**src/rtl/rebalance_scheduler.sv**
```systemverilog
// Rebalance sequencer: covariance update -> eigen solve -> eigenportfolio,
// launched periodically or on request, with a per-stage watchdog and a
// registered snapshot of the final weights.
//
//   state | meaning
//   ------+---------------------------------------------------------
//   IDLE  | waiting for period expiry, force_rebal or a pending request
//   COV   | covariance stage running (cov_start on first cycle)
//   EIG   | eigen solver running (eig_start on first cycle)
//   PORT  | eigenportfolio stage running (port_start on first cycle)
//   LATCH | one cycle: weights_valid pulse, timeout_err already cleared
module rebalance_scheduler #(
  parameter int WIDTH    = 16,
  parameter int N_STOCKS = 3,
  parameter int PERIOD   = 1024,
  parameter int TIMEOUT  = 4096
) (
  input  logic                      clk,
  input  logic                      rst,
  input  logic                      enable,
  input  logic                      force_rebal,
  output logic                      cov_start,
  input  logic                      cov_done,
  output logic                      eig_start,
  input  logic                      eig_done,
  output logic                      port_start,
  input  logic                      port_done,
  input  logic [N_STOCKS*WIDTH-1:0] port_weights,
  output logic [N_STOCKS*WIDTH-1:0] weights,
  output logic                      weights_valid,
  output logic                      busy,
  output logic                      timeout_err,
  output logic [2:0]                stage
);

  localparam int PW = (PERIOD > 1) ? $clog2(PERIOD) : 1;
  localparam int TW = (TIMEOUT > 1) ? $clog2(TIMEOUT) : 1;

  typedef enum logic [2:0] {
    IDLE  = 3'd0,
    COV   = 3'd1,
    EIG   = 3'd2,
    PORT  = 3'd3,
    LATCH = 3'd4
  } state_t;

  state_t        state, state_n;
  logic          first;       // high in the first cycle of a state
  logic [PW-1:0] period_cnt;
  logic [TW-1:0] wdog;
  logic          pending;
  logic          launch;
  logic          done_ok;     // matching done, seen after the start cycle
  logic          abort;
  logic          wd_expired;

  assign wd_expired = (wdog == TW'(TIMEOUT - 1));
  assign busy       = (state != IDLE);
  assign stage      = state;

  // Next-state decode, start pulses and valid pulse; done beats timeout.
  always_comb begin
    state_n       = state;
    cov_start     = 1'b0;
    eig_start     = 1'b0;
    port_start    = 1'b0;
    weights_valid = 1'b0;
    launch        = 1'b0;
    done_ok       = 1'b0;
    abort         = 1'b0;
    case (state)
      IDLE: begin
        if ((period_cnt == PW'(PERIOD - 1)) || force_rebal || pending) begin
          launch  = 1'b1;
          state_n = COV;
        end
      end
      COV: begin
        cov_start = first;
        done_ok   = cov_done && !first;
        if (done_ok)         state_n = EIG;
        else if (wd_expired) abort   = 1'b1;
      end
      EIG: begin
        eig_start = first;
        done_ok   = eig_done && !first;
        if (done_ok)         state_n = PORT;
        else if (wd_expired) abort   = 1'b1;
      end
      PORT: begin
        port_start = first;
        done_ok    = port_done && !first;
        if (done_ok)         state_n = LATCH;
        else if (wd_expired) abort   = 1'b1;
      end
      LATCH: begin
        weights_valid = 1'b1;
        state_n       = IDLE;
      end
      default: state_n = IDLE;
    endcase
    if (abort) state_n = IDLE;
  end

  // State, counters, pending request, weight snapshot and sticky error.
  always_ff @(posedge clk) begin
    if (rst) begin
      state       <= IDLE;
      first       <= 1'b0;
      period_cnt  <= '0;
      wdog        <= '0;
      pending     <= 1'b0;
      weights     <= '0;
      timeout_err <= 1'b0;
    end else begin
      state <= state_n;
      first <= (state_n != state);

      if (state_n != state)
        wdog <= '0;
      else if (state == COV || state == EIG || state == PORT)
        wdog <= wdog + 1'b1;

      if (launch || !enable || state != IDLE)
        period_cnt <= '0;
      else
        period_cnt <= period_cnt + 1'b1;

      if (launch)
        pending <= 1'b0;
      else if (force_rebal && state != IDLE)
        pending <= 1'b1;

      if (state == PORT && done_ok)
        weights <= port_weights;

      if (abort)
        timeout_err <= 1'b1;
      else if (state == PORT && done_ok)
        timeout_err <= 1'b0;
    end
  end

endmodule
```
**config.mk**
```make
export PLATFORM = sky130hd
export DESIGN_NAME = rebalance_scheduler
export DESIGN_NICKNAME = d
export VERILOG_FILES = /design/src/rtl/rebalance_scheduler.sv
export SDC_FILE = /design/constraint.sdc
export NUM_CORES = 1
export LEC_CHECK = 0
export CORE_AREA = 2 2 78 110
export DETAILED_ROUTE_END_ITERATION = 8
export DIE_AREA = 0 0 80 112
export GPL_ROUTABILITY_DRIVEN = 1
export HOLD_SLACK_MARGIN = 0.12
export PLACE_DENSITY = 0.74
export SETUP_SLACK_MARGIN = 0.02
export SYNTH_ARGS = -nofsm -noshare
export SYNTH_HDL_FRONTEND = slang
export SYNTH_SLANG_ARGS = --single-unit
```
**constraint.sdc**
```tcl
create_clock -name clk -period 1.5 [get_ports clk]
set_clock_uncertainty 0.05 [all_clocks]
set_input_delay 0.15 -clock clk [delete_from_list [all_inputs] [get_ports clk]]
set_output_delay 0.15 -clock clk [all_outputs]
set_load 0.005 [all_outputs]
```
==> results of run 1 <==
==> flip-flops by register name, indices dropped and copies added, names as in the netlist <==
signal and count:
timeout_err 1, weights 48, pending 1, stage 3, wdog 12, first 1, period_cnt 10
==> worst min path at each step <==
| stage | start | endpoint |
|---|---|---|
| global route | port_weights[12] | weights[12] |
| detailed placement | weights[43] | weights[43] |
| CTS | port_weights[6] | weights[6] |
| floorplan | port_weights[0] | weights[0] |
| global placement | rst | weights[38] |
| finish | port_weights[28] | weights[28] |
==> layout by cell type (no fill, tap or decap), types with 5 or more instances in the layout <==
cell type	instances
nor3_1	5
buf_6	14
nor2_1	19
xor2_1	7
nand2_2	29
nor2_2	12
xnor2_1	11
clkdlybuf4s50_1	101
nand2_4	18
buf_12	5
clkbuf_16	17
dfxtp_1	73
a21oi_2	28
nand3_1	7
buf_4	42
a21oi_1	21
nand2_1	56
==> layout make-up <==
cell class / instances / share of cell area [%]
repair buffers: 182 / 33.4
multi-input cells: 263 / 32.0
flip-flops and latches: 76 / 26.9
clock buffers: 15 / 4.70
well taps: 102 / 2.24
clock inverters: 1 / 0.527
inverters: 4 / 0.264
==> routing by layer <==
metal | wire [um] | global-route usage, % | up-vias
met2 | 5380 | 32.1 | 99
met3 | 574 | 5.51 | 25
met4 | 293 | 8.81 | 0
met1 | 3670 | 20.5 | 1541
met5 | 0 | 0 | -
li1 | - | - | 1551
==> through the flow <==
step / setup WS (ns) / instances / hold WS, ns / setup TNS, ns / power (mW)
floorplan: -0.0910 / 363 / 0.236 / -0.908 / 2.36
global placement: -0.313 / 595 / 0.386 / -10.09 / 2.67
CTS: -0.169 / 625 / 0.310 / -6.29 / 4.89
global route: -0.302 / 643 / 0.320 / -16.39 / 5.17
finish: -0.233 / 643 / 0.321 / -11.71 / 4.97
detailed placement: -0.324 / 595 / 0.396 / -10.29 / 2.68
==> worst min-delay path, cell delays in order <==
cell	delay [ns]
clkdlybuf4s50_1	0.39
nand2_1	0.05
a21oi_1	0.05
==> cells by family after synthesis <==
logic type | synth area share [%]
compound gates | 11.7
xor+xnor | 5.09
fa+ha+maj | 0.808
buf+inv | 4.89
flops | 49.1
mux | 0.646
simple gates | 27.7
==> what timing repair did <==
item | CTS | global route
pin swaps | 7 | 22
gates resized for setup | 32 | 117
hold buffers | 1 | 0
gates cloned | 1 | 13
endpoints found under the hold margin | 4 | 0
setup buffers | 12 | 7
endpoints found under the setup margin | 25 | 72
==> power breakdown <==
part	internal, mW	switching, mW
Combinational	0.437	0.306
Sequential	2.05	0.0314
Clock	1.38	0.764
Total	3.87	1.10
==> results.sh, run 1 <==
export IMPL_synth_warning_count=0
export IMPL_crit_path_frequent_cell="buf_6"
export IMPL_cts_inserted_buffers=9
export IMPL_failing_checks="setup timing"
export IMPL_period_utilization_post_route_pct=116
export IMPL_critPathSlowestCell="dfxtp_4"
export IMPL_period_needed_ns=1.73
export IMPL_postSynthRegisterBits=76
export IMPL_finish_instance_area_um2=5700
export IMPL_synth_distinct_cells=49
export IMPL_ys_dominant_reg_cell="dfxtp_1"
export IMPL_routed_wire_per_std_cell_um=15.4
export IMPL_max_slew_worst_pin_slew_ns=0.679
export IMPL_core_area_um2=8000
export IMPL_detail_route_vias_per_cell=5.00
export IMPL_worst_path_stages=8
export IMPL_clk_latency_ns=0.32
export IMPL_rsz0062_at_grt="true"
export IMPL_path_delay_family="buffers and inverters"
export IMPL_fin_ws_ns=-0.233
export IMPL_multi_input_area_um2=1820
export IMPL_timing_final_hold_violations=0
export IMPL_nets=593
export IMPL_syn_nets=420
export IMPL_design_portCount=112
export IMPL_layout_core_utilization_pct=71.2
export IMPL_post_route_drc_count=0
export IMPL_synth_seq_area_share_pct=49.1
export IMPL_post_route_cells_drive_above_1_share_pct=37.9
export IMPL_cts_num_sinks=76
export IMPL_antenna_fix_cells=0
export IMPL_worst_endpoint_required_ns=1.63
export IMPL_maxSlewHeadroom_pct=54.8
export IMPL_final_max_slew_violation_count=0
export IMPL_dieArea_um2=8960
export IMPL_tritoncts="built"
export IMPL_crit_path_end_kind="register"
export IMPL_r2r_start="stage[2]"
export IMPL_drt_pre_antenna_iters=4
export IMPL_critical_path_class="reg2reg"
export IMPL_pwrdens_nw_per_um2=873
export IMPL_worstRegToRegCells=8
export IMPL_h_tree_depth=3
export IMPL_result_of_the_run="finished, violations left"
export IMPL_grt_overflow_total=0
export IMPL_grt_util_all_layers_pct=18.6
export IMPL_path_max_fanout=8
export IMPL_synthesis_area_um2=3100
export IMPL_start_util_pct=38.7
export IMPL_finalSetupViolCount=65
export IMPL_largest_cells_by_area_after_synthesis="dfxtp_1, nand2_1, a21oi_1"
export IMPL_clkSlewWorstSetupHoldPaths_ns=0.05
export IMPL_r2r_end="weights[23]"
export IMPL_max_cap_violations=0
export IMPL_grt_start_max_net_pins=50
export IMPL_ctsRootBufferMaster="clkbuf_16"
export IMPL_postSynthAreaPerCell_um2=8.53
export IMPL_yosys_cell_count_top_type="nand2_1"
export IMPL_hold_path_depth=3
export IMPL_placement_cell_area_um2=4560
export IMPL_vdd_ir_drop_worst_uv=760
export IMPL_cts_path_max_buffers=2
export IMPL_final_antenna_net_count=0
export IMPL_worst_path_largest_cell_delay_ns=0.37
export IMPL_worst_setup_path_start_kind="register"
export IMPL_number_of_antenna_violations_at_the_first_check_in_global_routing=0
export IMPL_finalWirelength_um=9920
export IMPL_crit_path_cell_trace="buf_6 > buf_6 > and2b_2 > buf_6 > nand3_4 > clkbuf_16 > nand2_1 > a21oi_2"
export IMPL_cellLeakagePower_nw=2.11
export IMPL_row_count=39
export IMPL_detailedPlacementHpwl_um=5500
export IMPL_yosys_top_cells_count="nand2_1, dfxtp_1, a21oi_1, nor2_1, xnor2_1"
export IMPL_cp_data_arrival_time_ns=1.87
export IMPL_crit_path_end="weights[23]"
export IMPL_buffer_ports_inserted=111
export IMPL_fill_cells=594
export IMPL_synthToLayoutAreaGrowth_pct=84.0
export IMPL_cell_type_with_the_highest_aggregate_area_in_the_netlist="dfxtp_1"
export IMPL_seq_area_um2=1530
export IMPL_holdCritPathClass="in2reg"
export IMPL_buffers_and_inverters_on_the_worst_path=4
export IMPL_critical_path_startpoint="stage[2]"
export IMPL_synth_top_area_share_pct=49.1
export IMPL_postSynthCellCount=363
export IMPL_share_of_flip_flops_with_an_asynchronous_set_or_reset_pct=0
export IMPL_detailroute_via_count=3216
export IMPL_die_width_um=80
export IMPL_dieHeight_um=112
export IMPL_maxClockFrequency_ghz=0.577
export IMPL_vias_in_the_first_global_route=3001
export IMPL_first_iter_violations=141
export IMPL_synth_edff_count=0
export IMPL_r2r_setup_slack_ns=-0.23
export IMPL_grt_pass1_wl_um=13300
export IMPL_gp_congestion=0.771
No activity file was read; power rests on OpenSTA's default activity.
==> run 2, diff against run 1 <==
- CORE_AREA: 2 2 78 110 -> 2 2 70 122
- DIE_AREA: 0 0 80 112 -> 0 0 72 124
- PLACE_DENSITY: 0.74 -> 0.86
- SETUP_SLACK_MARGIN: 0.02 -> default
==> run 2 against run 1 <==
Compared with the run above:
- core utilization decreased by 2.8 points
- critical endpoint is now wdog[2]
- hold slack lost 0.0086 ns
- first-iteration DRC count decreased by 27%
- setup slack gained 0.055 ns
- cell area is 5.1% lower
- largest cell class is now multi-input combinational cells
- largest power group is now registers
- highest routed layer unchanged
- register-to-register slack gained 0.06 ns
- the run still ends with setup timing left
- non-clock buffer count shrank 12
- combinational power down 2.8%
- routed wire length is 1.7% lower
==> results.sh, run 2 (same netlist as run 1, synthesis figures left out) <==
export IMPL_result_of_the_run="finished, violations left"
export IMPL_failing_checks="setup timing"
export IMPL_fill_cells=543
export IMPL_crit_path_end_kind="register"
export IMPL_finalNonFillerCells=617
export IMPL_clk_latency_ns=0.33
export IMPL_cts_inserted_buffers=9
export IMPL_cts_num_sinks=76
export IMPL_detail_route_vias_per_cell=5.11
export IMPL_routed_wire_per_std_cell_um=15.8
export IMPL_period_utilization_post_route_pct=112
export IMPL_hold_path_depth=3
export IMPL_h_tree_depth=3
export IMPL_start_util_pct=39.2
export IMPL_ctsRootBufferMaster="clkbuf_16"
export IMPL_worstRegToRegCells=7
export IMPL_dieHeight_um=124
export IMPL_layout_core_utilization_pct=68.4
export IMPL_tritoncts="built"
export IMPL_finalWirelength_um=9750
export IMPL_crit_path_cell_trace="buf_6 > o21ba_4 > and3_4 > o2111ai_4 > o211ai_4 > clkbuf_16 > nor2_2"
export IMPL_first_iter_violations=103
export IMPL_whs_endpoint="weights[25]"
export IMPL_core_area_um2=7910
export IMPL_flip_flop_count_of_the_largest_register_all_copies_and_words_added=48
export IMPL_placedCellCount=580
export IMPL_pwrdens_nw_per_um2=866
export IMPL_rsz0062_at_grt="true"
export IMPL_max_cap_violations=0
export IMPL_final_max_slew_violation_count=0
export IMPL_detailedPlacementHpwl_um=5810
export IMPL_layout_top_registers="weights: 48 flops, wdog: 12 flops, period_cnt: 10 flops"
export IMPL_grt_pass1_wl_um=14000
export IMPL_critical_path_class="reg2reg"
export IMPL_number_of_antenna_violations_at_the_first_check_in_global_routing=0
export IMPL_max_slew_worst_pin_slew_ns=0.399
export IMPL_holdCritPathClass="in2reg"
export IMPL_cellLeakagePower_nw=2.01
export IMPL_post_route_cells_drive_above_1_share_pct=33.4
export IMPL_post_route_drc_count=0
export IMPL_vias_in_the_first_global_route=3064
export IMPL_dieArea_um2=8930
export IMPL_gp_congestion=0.825
export IMPL_finalSetupViolCount=68
export IMPL_finish_instance_area_um2=5410
export IMPL_buffer_ports_inserted=111
export IMPL_fin_ws_ns=-0.178
export IMPL_cts_path_max_buffers=2
export IMPL_path_max_fanout=4
export IMPL_multi_input_area_um2=1800
export IMPL_placement_cell_area_um2=4510
export IMPL_row_count=43
export IMPL_vdd_ir_drop_worst_uv=765
export IMPL_nets=580
export IMPL_maxSlewHeadroom_pct=73.4
export IMPL_worst_setup_path_start_kind="register"
export IMPL_layout_cells_most_common_list="clkdlybuf4s50_1, nand2_1, dfxtp_1"
export IMPL_period_needed_ns=1.68
export IMPL_timing_hold_ws_ns=0.312
export IMPL_r2r_setup_slack_ns=-0.18
export IMPL_buffers_and_inverters_on_the_worst_path=2
export IMPL_worst_endpoint_required_ns=1.67
export IMPL_path_delay_family="compound AO/OA/AOI/OAI gates"
export IMPL_post_place_ws_ns=-0.322
export IMPL_launch_instance_of_the_worst_min_delay_path="port_weights[25]"
export IMPL_grt_util_all_layers_pct=20.4
export IMPL_maxClockFrequency_ghz=0.596
export IMPL_worst_path_largest_cell_delay_ns=0.36
export IMPL_die_width_um=72
export IMPL_seq_area_um2=1540
export IMPL_timing_final_hold_violations=0
export IMPL_final_antenna_net_count=0
export IMPL_registers_top_by_ff_count="weights"
export IMPL_layout_commonest_cell="clkdlybuf4s50_1"
export IMPL_r2r_start="stage[2]"
export IMPL_grt_start_max_net_pins=50
export IMPL_r2r_end="wdog[2]"
export IMPL_clkSlewWorstSetupHoldPaths_ns=0.05
export IMPL_antenna_fix_cells=0
export IMPL_critPathSlowestCell="dfxtp_4"
export IMPL_cp_data_arrival_time_ns=1.85
export IMPL_drt_pre_antenna_iters=4
export IMPL_design_portCount=112
export IMPL_detailroute_via_count=3153
export IMPL_grt_overflow_total=0
export IMPL_synthToLayoutAreaGrowth_pct=74.6
[run 2: changes by cell type in the layout (fill, tap and decap cells not counted), moves of 3 or more]
cell and change:
nand2_1 +24, nand2_2 -22, buf_6 -7, clkbuf_16 -4, clkinv_2 +3
[run 2: worst min-delay path: stages]
cell	delay, ns
clkdlybuf4s50_1	0.39
nand2_1	0.05
a21oi_1	0.05
[run 2: worst max-delay path by stage]
stage | cells after the start | from | slack, ns | endpoint
after floorplan | 7 | stage[2] | -0.09 | wdog[9]
after global placement | 7 | eig_done | -0.33 | wdog[11]
after detailed placement | 7 | eig_done | -0.32 | wdog[0]
after CTS | 8 | stage[1] | -0.18 | wdog[0]
after global routing | 7 | stage[2] | -0.25 | wdog[1]
final | 7 | stage[2] | -0.18 | wdog[2]
[run 2: area by class of cell]
type | instances | area share, %
Clock buffer | 12 | 4.37
Tap cell | 90 | 2.08
Multi-Input combinational cell | 262 | 33.2
Clock inverter | 3 | 0.278
Sequential cell | 76 | 28.4
Inverter | 4 | 0.278
Timing Repair Buffer | 170 | 31.4
[run 2: per-stage QoR]
| stage | TNS (ns) | power, mW |
|---|---|---|
| finish | -9.30 | 4.68 |
| global route | -13.22 | 4.84 |
| CTS | -2.38 | 4.61 |
| detailed placement | -15.68 | 2.68 |
| global placement | -14.11 | 2.66 |
| floorplan | -0.911 | 2.36 |
[run 2: routing by layer]
layer  part of all wire, %  GRT usage (%)  vias to the layer above
li1                      -              -                     1522
met1                    37           20.6                     1512
met2                    55           37.6                       92
met3                   4.1           4.53                       27
met4                   3.5           11.9                        0
met5                     0              0                        -
[run 2: timing repair]
item	in CTS	in global routing
pin swaps	9	43
endpoints found under the hold margin	1	0
buffers inserted	8	8
gates cloned	2	4
hold buffers	1	0
setup endpoints to repair	72	74
gates resized for setup	44	80
[run 2: where the power goes]
group          total (mW)  internal, mW  switching [mW]
registers            2.07          2.05          0.0229
clock network        1.89          1.10           0.785
logic               0.722         0.413           0.309
